--- src/rtl/led_spi_pkg.sv ---
// rtl/led_spi_pkg.sv - shared frame constants, FSM state type and status word builder
package led_spi_pkg;

   localparam logic [7:0] HDR_BYTE   = 8'hAA;
   localparam logic [7:0] CMD_INDEX  = 8'h10;
   localparam logic [7:0] CMD_VSYNC  = 8'hF0;
   localparam logic [2:0] REG_LAST   = 3'd4;
   localparam int         CMD_BITS   = 16;
   localparam int         REG_BITS   = 64;
   localparam int         ROW_BITS   = 400;
   localparam logic [7:0] STATUS_TAG = 8'h5A;

   typedef enum logic [1:0] {
      HDR,
      PAYLOAD,
      ROW,
      DISCARD
   } state_t;

   // Status word shifted out on miso, MSB first, once per frame
   function automatic logic [63:0] status_word(input logic       cfg_done,
                                               input logic [15:0] rows,
                                               input logic [7:0]  errs);
      return {STATUS_TAG, 7'd0, cfg_done, rows, errs, 24'd0};
   endfunction

endpackage

--- src/rtl/spi_edge_sync.sv ---
// rtl/spi_edge_sync.sv - two-flop synchronizer for sclk/mosi with sclk edge pulses
module spi_edge_sync (
   input  logic clk,
   input  logic rst_n,
   input  logic i_sclk,
   input  logic i_data,
   output logic o_rise,
   output logic o_fall,
   output logic o_data
);

   logic [2:0] r_sclk_sync;
   logic [1:0] r_data_sync;

   // Bring sclk and mosi into the clk domain; the third sclk stage is the edge reference
   always_ff @(posedge clk) begin
      if (!rst_n) begin
         r_sclk_sync <= '0;
         r_data_sync <= '0;
      end else begin
         r_sclk_sync <= {r_sclk_sync[1:0], i_sclk};
         r_data_sync <= {r_data_sync[0], i_data};
      end
   end

   assign o_rise = r_sclk_sync[1] & ~r_sclk_sync[2];
   assign o_fall = ~r_sclk_sync[1] & r_sclk_sync[2];
   assign o_data = r_data_sync[1];

endmodule

--- src/rtl/led_spi_receiver.sv ---
// rtl/led_spi_receiver.sv - SPI frame receiver for LED index/vsync/register/row traffic
module led_spi_receiver
   import led_spi_pkg::*;
#(
   parameter int IDLE_TIMEOUT = 64,
   parameter int ROWS         = 256
) (
   input  logic         clk,
   input  logic         rst_n,
   input  logic         sclk,
   input  logic         mosi,
   output logic         miso,
   output logic         index_pulse,
   output logic         vsync_pulse,
   output logic         reg_we,
   output logic [2:0]   reg_addr,
   output logic [47:0]  reg_data,
   output logic         row_valid,
   output logic [399:0] row_data,
   output logic [7:0]   row_idx,
   output logic         frame_err
);

   localparam int            IW       = $clog2(IDLE_TIMEOUT + 1);
   localparam logic [IW-1:0] IDLE_MAX = IW'(IDLE_TIMEOUT);
   localparam logic [7:0]    ROW_LAST = 8'(ROWS - 1);

   logic                w_rise;
   logic                w_fall;
   logic                w_bit;
   logic                w_timeout;
   logic [ROW_BITS-1:0] w_sr_next;
   logic [15:0]         w_hdr;

   logic [IW-1:0]       r_idle;
   state_t              r_state;
   logic [8:0]          r_bit_cnt;
   logic [ROW_BITS-1:0] r_sr;
   logic [2:0]          r_cmd;
   logic [7:0]          r_row_cnt;
   logic                r_config_done;
   logic [15:0]         r_rows_rcvd;
   logic [7:0]          r_err_cnt;
   logic [63:0]         r_status;

   spi_edge_sync u_sclk_sync (
      .clk    (clk),
      .rst_n  (rst_n),
      .i_sclk (sclk),
      .i_data (mosi),
      .o_rise (w_rise),
      .o_fall (w_fall),
      .o_data (w_bit)
   );

   // The shift register already holds the incoming bit when a frame boundary is decoded
   assign w_sr_next = {r_sr[ROW_BITS-2:0], w_bit};
   assign w_hdr     = w_sr_next[15:0];
   // Single-cycle event on the cycle the idle counter reaches its limit
   assign w_timeout = ~(w_rise | w_fall) & (r_idle == IDLE_MAX - 1'b1);

   // Idle counter: cleared by any sclk edge, saturates at the timeout value
   always_ff @(posedge clk) begin
      if (!rst_n) begin
         r_idle <= '0;
      end else if (w_rise | w_fall) begin
         r_idle <= '0;
      end else if (r_idle != IDLE_MAX) begin
         r_idle <= r_idle + 1'b1;
      end
   end

   // Error and row statistics reported through the miso status word
   always_ff @(posedge clk) begin
      if (!rst_n) begin
         r_err_cnt   <= '0;
         r_rows_rcvd <= '0;
      end else begin
         if (frame_err && r_err_cnt != 8'hFF) begin
            r_err_cnt <= r_err_cnt + 8'd1;
         end
         if (row_valid) begin
            r_rows_rcvd <= r_rows_rcvd + 16'd1;
         end
      end
   end

   // Frame FSM: bit assembly, header decode, payload/row capture and registered strobes
   always_ff @(posedge clk) begin
      if (!rst_n) begin
         r_state       <= HDR;
         r_bit_cnt     <= '0;
         r_sr          <= '0;
         r_cmd         <= '0;
         r_row_cnt     <= '0;
         r_config_done <= 1'b0;
         r_status      <= '0;
         miso          <= 1'b0;
         index_pulse   <= 1'b0;
         vsync_pulse   <= 1'b0;
         reg_we        <= 1'b0;
         reg_addr      <= '0;
         reg_data      <= '0;
         row_valid     <= 1'b0;
         row_data      <= '0;
         row_idx       <= '0;
         frame_err     <= 1'b0;
      end else begin
         index_pulse <= 1'b0;
         vsync_pulse <= 1'b0;
         reg_we      <= 1'b0;
         row_valid   <= 1'b0;
         frame_err   <= 1'b0;

         // Readback data moves on the falling edge so the master sees it stable at the rise
         if (w_fall) begin
            miso     <= r_status[63];
            r_status <= {r_status[62:0], 1'b0};
         end

         if (w_rise) begin
            r_sr      <= w_sr_next;
            r_bit_cnt <= r_bit_cnt + 9'd1;
            if (r_bit_cnt == '0) begin
               r_status <= status_word(r_config_done, r_rows_rcvd, r_err_cnt);
            end
            case (r_state)
               HDR: begin
                  if (r_bit_cnt == 9'(CMD_BITS - 1)) begin
                     if (w_hdr[15:8] != HDR_BYTE) begin
                        frame_err <= 1'b1;
                        r_bit_cnt <= '0;
                        r_state   <= DISCARD;
                     end else if (w_hdr[7:0] == CMD_INDEX) begin
                        index_pulse   <= 1'b1;
                        r_config_done <= 1'b0;
                        r_bit_cnt     <= '0;
                     end else if (w_hdr[7:0] == CMD_VSYNC) begin
                        vsync_pulse <= 1'b1;
                        r_row_cnt   <= '0;
                        r_bit_cnt   <= '0;
                        if (r_config_done) begin
                           r_state <= ROW;
                        end else begin
                           frame_err <= 1'b1;
                        end
                     end else if (w_hdr[7:0] <= {5'd0, REG_LAST}) begin
                        // Bit count keeps running: header plus payload is one 64-bit frame
                        r_cmd   <= w_hdr[2:0];
                        r_state <= PAYLOAD;
                     end else begin
                        frame_err <= 1'b1;
                        r_bit_cnt <= '0;
                        r_state   <= DISCARD;
                     end
                  end
               end
               PAYLOAD: begin
                  if (r_bit_cnt == 9'(REG_BITS - 1)) begin
                     reg_we    <= 1'b1;
                     reg_addr  <= r_cmd;
                     reg_data  <= w_sr_next[47:0];
                     r_bit_cnt <= '0;
                     r_state   <= HDR;
                     if (r_cmd == REG_LAST) begin
                        r_config_done <= 1'b1;
                     end
                  end
               end
               ROW: begin
                  if (r_bit_cnt == 9'(ROW_BITS - 1)) begin
                     row_valid <= 1'b1;
                     row_data  <= w_sr_next;
                     row_idx   <= r_row_cnt;
                     r_bit_cnt <= '0;
                     if (r_row_cnt == ROW_LAST) begin
                        r_row_cnt <= '0;
                        r_state   <= HDR;
                     end else begin
                        r_row_cnt <= r_row_cnt + 8'd1;
                     end
                  end
               end
               DISCARD: begin
                  r_bit_cnt <= '0;
               end
               default: begin
                  r_state <= HDR;
               end
            endcase
         end else if (w_timeout) begin
            // DISCARD always leaves quietly; elsewhere only a partial frame is an error
            if (r_state == DISCARD) begin
               r_state <= HDR;
            end else if (r_bit_cnt != '0) begin
               r_bit_cnt <= '0;
               frame_err <= 1'b1;
               if (r_state == PAYLOAD) begin
                  r_state <= HDR;
               end
            end
         end
      end
   end

endmodule

--- config.mk ---
export PLATFORM = sky130hd
export DESIGN_NAME = led_spi_receiver
export DESIGN_NICKNAME = d
export VERILOG_FILES = /design/src/rtl/led_spi_pkg.sv /design/src/rtl/spi_edge_sync.sv /design/src/rtl/led_spi_receiver.sv
export SDC_FILE = /design/constraint.sdc
export NUM_CORES = 2
export LEC_CHECK = 0
export CORE_MARGIN = 3
export CORE_UTILIZATION = 57
export CTS_BUF_LIST = sky130_fd_sc_hd__clkbuf_4 sky130_fd_sc_hd__clkbuf_8
export DETAILED_ROUTE_END_ITERATION = 10
export PLACE_DENSITY = 0.78
export SYNTH_ARGS = -nofsm -noshare
export SYNTH_HDL_FRONTEND = slang
export SYNTH_HIERARCHICAL = 1
export SYNTH_SLANG_ARGS = --single-unit
export TNS_END_PERCENT = 10
--- constraint.sdc ---
create_clock -name clk -period 2.6 [get_ports clk]
set_clock_uncertainty 0.2 [all_clocks]
set_input_delay 0.78 -clock clk [delete_from_list [all_inputs] [get_ports clk]]
set_output_delay 0.78 -clock clk [all_outputs]
set_load 0.02 [all_outputs]
* Word-level counts from Yosys, hierarchy flattened *
Cells that the tools add are included.

storage, ports and cells
  bits in registers = 987
  input port bits = 4
  output and inout bits = 465
  word-level logic and storage cells = 152

operators by class
  add/subtract/negate cells = 5
  $lt $le $gt $ge = 1
  equality and inequality tests = 30
  multiplexer cells = 58
  bitwise gates (word level) = 14
  reductions and logical operators = 22

operators with widths
  operator                 number
  $mux W64                 3
  $mux W9                  11
  $mux W8                  6
  $pmux W9 S4              1
  $mux W2                  14
  $reduce_and A7 Y1        3
  $mux W1                  20
  $ne A2 B2 Y1 const B     9
  $add A16 B1 Y16 const B  1
  $add A8 B1 Y8 const B    2
  $eq A8 B8 Y1 const B     2
  $ne A8 B8 Y1 const B     2
  $pmux W8 S2              1
  $reduce_and A3 Y1        5
  $ne A3 B3 Y1 const B     4
  $not A1 Y1               10
  $reduce_and A10 Y1       1
  $add A9 B1 Y9 const B    1
  $eq A9 B4 Y1 const B     1
  $eq A9 B6 Y1 const B     1
  $eq A9 B9 Y1 const B     1
  $logic_not A9 Y1         1
  $reduce_bool A9 Y1       1
  $eq A8 B5 Y1 const B     1
  21 further kinds         28

* Logic depth before layout (Yosys ltp) *
  word-level depth = 8
  depth in mapped cells = 10
  gate-level depth less buffers = 7

* Hierarchy *
The synthesis kept the hierarchy.

modules (own cells, without submodules)
  module            instances  cells each  area an instance (um^2)  seq. area each (um^2)
  led_spi_receiver  1          3883        35123.7                  19658.9
  spi_edge_sync     1          12          143.9                    100.1

* Worst setup path after synthesis *
OpenSTA, ideal clock, no wires.

  kind = register -> register
  start = register r_bit_cnt[1]
  end = register r_bit_cnt[0]
  setup time = 0.121 ns
  data arrival time = 1.959 ns
  data required time = 2.279 ns
  setup slack = 0.320 ns
  stages on the path, launching flop included = 9
  buffers on the path = 2
  clock period less this slack = 2.280 ns
  cells stage by stage = dfxtp_1 > ha_1 > nand4b_4 > o41a_1 > buf_6 > a211oi_2 > buf_4 > nor2_1 > mux2_2

on the way
  longest elaborated chain between the ends = 4
  elaborated cells on any way between the ends = 11
  classes of those cells = eq/ne: 3; mux: 5; reduce/logical: 3

RTL lines
  what                                  RTL line                                                                   RTL
  from (decl)                           led_spi_receiver.sv:37                                                     logic [8:0] r_bit_cnt;
  from (signal assigned)                led_spi_receiver.sv:123                                                    r_bit_cnt <= r_bit_cnt + 9'd1;
  $eq A9 B9 Y1 (tied with other cells)  led_spi_receiver.sv:171                                                    if (r_bit_cnt == 9'(ROW_BITS - 1)) begin
  $mux W9 (on tied branches)            led_spi_receiver.sv:171, led_spi_receiver.sv:129, led_spi_receiver.sv:159
  $pmux W9 S4                           led_spi_receiver.sv:127                                                    case (r_state)
  $mux W9                               led_spi_receiver.sv:121                                                    if (w_rise) begin

Several ways; a longest one is shown, not always the timed one.
A chain may end at the register's enable or synchronous reset.

* Final worst setup path *
  start = register row_data[387]
  end = output port row_data[387]

RTL lines
  what                    RTL line                 RTL
  from (decl)             led_spi_receiver.sv:19   output logic [399:0] row_data,
  from (signal assigned)  led_spi_receiver.sv:173  row_data <= w_sr_next;

No word-level cell between the ends.

==> run_results.csv <==
group,metric,value,unit
status,status,"finished clean",
cts,post_cts_buffers,0,
job,maxCapViolCount,0,
sta,period_minus_slack,2.542,ns
logic_synthesis,ys.warnings.count,6,
logic_synthesis,synth_xor_area_share,0.6457,%
cts,h-tree-depth,4,
cts,worstSkewPairLatency,0.76,ns
logic_synthesis,synthDominantCellAreaShare,56.03,%
cts,hold_buffers,0,
cells_and_area,multi_input_area,14270,µm²
worst_setup_path,r2r_cells,6,
logic_synthesis,ys_ff_latch,987,
sta,rsz0062_at_grt,"no",
routing,vias_per_cell,5.334,
hold_path,hp-start,"u_sclk_sync/r_data_sync[0]$_SDFF_PN0_",
placement,dp_slack,-0.002746,ns
logic_synthesis,synthSimpleGateAreaFrac,17.36,%
sta,max_slew_margin,30.13,%
logic_synthesis,synth_top_family_by_area,"simple AND/OR/NAND/NOR gates",
global_route,grt_pass1_wl,135000,µm
floorplan,die_y,254.7,µm
routing,drtPass1Iterations,6,
routing,post-route-drc-count,0,
placement,dpl-instance-area,41290,µm²
logic_synthesis,synth_cells,3895,
power_and_ir_drop,p_per_area,660.6,nW/µm²
logic_synthesis,synth_mux_area_share,13.40,%
logic_synthesis,ys_seq_area_share,56.03,%
worst_setup_path,slowest_delay,0.47,ns
cells_and_area,nNetsFinal,4364,
hold_path,whs_path_depth,1,
logic_synthesis,async_flop_share,0,%
global_route,gr-usage-all-layers,25.48,%
routing,drt_wl_total,84940,µm
logic_synthesis,synth_top_cell_by_area,"dfxtp_1",
hold_path,hold_path_class,"flip-flop to flip-flop",
worst_setup_path,cp.required,1.62,ns
power_and_ir_drop,irDropWorstVdd,0.0004908,V
logic_synthesis,yosysMostFrequentCell,"dfxtp_1",
global_route,grt-ovfl-total,0,
sta,finalSetupViolations,0,
routing,vias,27880,
worst_setup_path,crit_type,"flip-flop to output pin",
sta,layout_setup_ws,0.05848,ns
worst_setup_path,setup.worst_path.end_class,"output pin",
floorplan,row_count,90,
worst_setup_path,crit_buf_inv,1,
sta,maxSlewViolCount,0,
worst_setup_path,crit_family,"buffers and inverters",
worst_setup_path,crit_path_cell_trace,"dlygate4sd2_1",
routing,drtAntennaViolNets,0,
cts,cts.sinks,987,
worst_setup_path,r2r_slack,0.14,ns
cts,clockRootBuffer,"clkbuf_8",
placement,hpwl,55790,µm
sta,period_share,97.75,%
hold_path,whs_endpoint,"u_sclk_sync/r_data_sync[1]$_SDFF_PN0_",
cells_and_area,final_area,43840,µm²
logic_synthesis,synth.net_count,3910,
logic_synthesis,synth.area.top_cells,"dfxtp_1 (56%), mux2i_1 (13%), nand2_1 (10%)",
floorplan,dieArea,64890,µm²
sta,hold_violations,0,
global_route,antenna_found_initial,1,
power_and_ir_drop,leakage,17.46,nW
floorplan,die_w,254.7,µm
routing,routedWlPerCell,16.25,µm
worst_setup_path,arrival,1.56,ns
placement,gp_congestion,0.8155,
sta,worstMarginPinSlew,1.048,ns
logic_synthesis,synth_area,35270,µm²
logic_synthesis,synth-compound-area-share,8.497,%
worst_setup_path,worstReg2RegEnd,"r_cmd[2]$_SDFFE_PN0P_",
cts,numCtsBuffers,151,
logic_synthesis,ys.flop_type,"dfxtp_1",
cts,path_clk_slew,0.06,ns
cts,clockBufferDepth,3,
logic_synthesis,synth.distinct_cells,63,
floorplan,io_pins,469,
worst_setup_path,start_kind,"flip-flop",
cells_and_area,fillers,4811,
worst_setup_path,crit_path_top_delay_cell,"dlygate4sd2_1",
floorplan,coreArea,60810,µm²
cells_and_area,syn2layout_area_growth,24.29,%
cells_and_area,drive_gt1_share,8.620,%
cts,cts-resized-gates,469,
floorplan,initial_core_util,58.00,%
routing,drt_iter0_markers,1681,
logic_synthesis,synth-edff-count,0,
placement,numPortBuffers,468,
global_route,grt_max_degree,148,
global_route,grt_pass1_vias,26340,
cts,tritoncts,"yes",
sta,fmax,0.3935,GHz
worst_setup_path,r2r_start,"r_sr[14]$_SDFFE_PN0P_",
logic_synthesis,avgSynthCellArea,9.055,µm²
worst_setup_path,cp_max_fo,2,
cells_and_area,seqCellArea,19760,µm²
logic_synthesis,netlist_top_cells_count,"dfxtp_1 (987), nand2_1 (946), nor2_1 (509)",
logic_synthesis,synth_fa_ha_area_share,0.3903,%
==> power breakdown <==
part	total [mW]	switching (mW)	internal [mW]
Sequential	15.2	0.0232	15.2
Clock	13.0	5.68	7.35
Combinational	0.747	0.456	0.291
Total	29.0	6.15	22.8
==> cell type report <==
type | count | share of cell area (%)
Sequential cell | 987 | 45.08
Antenna cell | 1 | 0.005709
Clock inverter | 18 | 0.4510
Clock buffer | 229 | 6.605
Tap cell | 782 | 2.232
Inverter | 16 | 0.1541
Timing Repair Buffer | 581 | 12.92
Multi-Input combinational cell | 2612 | 32.55
==> worst max path at each step <==
stage | start | end | cells after the start | slack, ns
2_1_floorplan | r_bit_cnt[1]$_SDFFE_PN0P_ | r_bit_cnt[0]$_SDFFE_PN0P_ | 8 | 0.32
3_3_place_gp | rst_n | r_bit_cnt[8]$_SDFFE_PN0P_ | 6 | -0.006
3_5_place_dp | r_bit_cnt[1]$_SDFFE_PN0P_ | row_data[251]$_SDFFE_PN0P_ | 7 | -0.003
4_1_cts | row_data[383]$_SDFFE_PN0P_ | row_data[383] | 1 | 0.006
5_1_grt | row_data[387]$_SDFFE_PN0P_ | row_data[387] | 1 | 0.001
6_report | row_data[387]$_SDFFE_PN0P_ | row_data[387] | 1 | 0.06
==> cell families (layout without fill, tap and decap cells) <==
family                     Yosys count  after routing
AOI/OAI and AO/OA                  551            551
xor gates and xnor gates            26             26
adders and majority gates           11             11
buffers and inverters              296            844
DFF                                987            987
muxes                              472            472
other                                0              1
and+or+nand+nor                   1552           1552
==> stage by stage <==
stage / hold WS [ns] / utilization (%) / TNS (ns) / total power, mW / cells
6_report: 0.2453 / 72.09 / 0 / 28.96 / 5226
5_1_grt: 0.2634 / 72.09 / 0 / 29.93 / 5226
4_1_cts: 0.2458 / 72.05 / 0 / 29.23 / 5225
3_5_place_dp: 0.2235 / 67.91 / -0.002746 / 16.26 / 4978
3_3_place_gp: 0.2149 / 67.91 / -0.006205 / 16.26 / 4978
2_1_floorplan: 0.2118 / - / 0 / 16.01 / 3895
==> registers in the layout, indices dropped and copies added (netlist names), 7 cells and up <==
register and flops:
r_bit_cnt 9, r_err_cnt 8, r_idle 7, r_row_cnt 8, r_rows_rcvd 16, r_sr 399
r_status 64, reg_data 48, row_data 400, row_idx 8
==> layout by cell type (no fill, tap or decap), types with 4 or more instances in the layout <==
cell | synthesis | layout
ha_1 | 11 | 10
a21oi_1 | 471 | 471
clkinv_2 | 0 | 7
nand2_1 | 946 | 946
inv_8 | 0 | 4
nor2_1 | 509 | 509
and2_1 | 8 | 8
inv_1 | 16 | 15
a211oi_1 | 26 | 26
dlygate4sd2_1 | 0 | 461
clkinvlp_4 | 0 | 4
dfxtp_1 | 987 | 986
xor2_1 | 14 | 14
nor4_1 | 8 | 7
and3_1 | 8 | 7
mux2i_1 | 471 | 471
o21ai_0 | 6 | 6
nor3_1 | 11 | 10
o311ai_1 | 7 | 7
nand3_1 | 20 | 18
clkbuf_8 | 0 | 188
clkbuf_4 | 0 | 41
buf_4 | 14 | 57
buf_12 | 0 | 55
o21a_1 | 7 | 7
or3_1 | 7 | 7
xnor2_1 | 12 | 12
nand4_1 | 7 | 7
o21ai_1 | 4 | 4
==> per-layer routing <==
layer | GRT usage [%] | routed length (µm) | vias to the layer above
met5 | 0 | 0 | -
met4 | 10.73 | 2716 | 0
met3 | 5.599 | 5013 | 165
met2 | 41.65 | 40720 | 721
met1 | 32.79 | 36490 | 13200
li1 | - | - | 13790
Note: power is estimated with default switching activity, not from simulation.
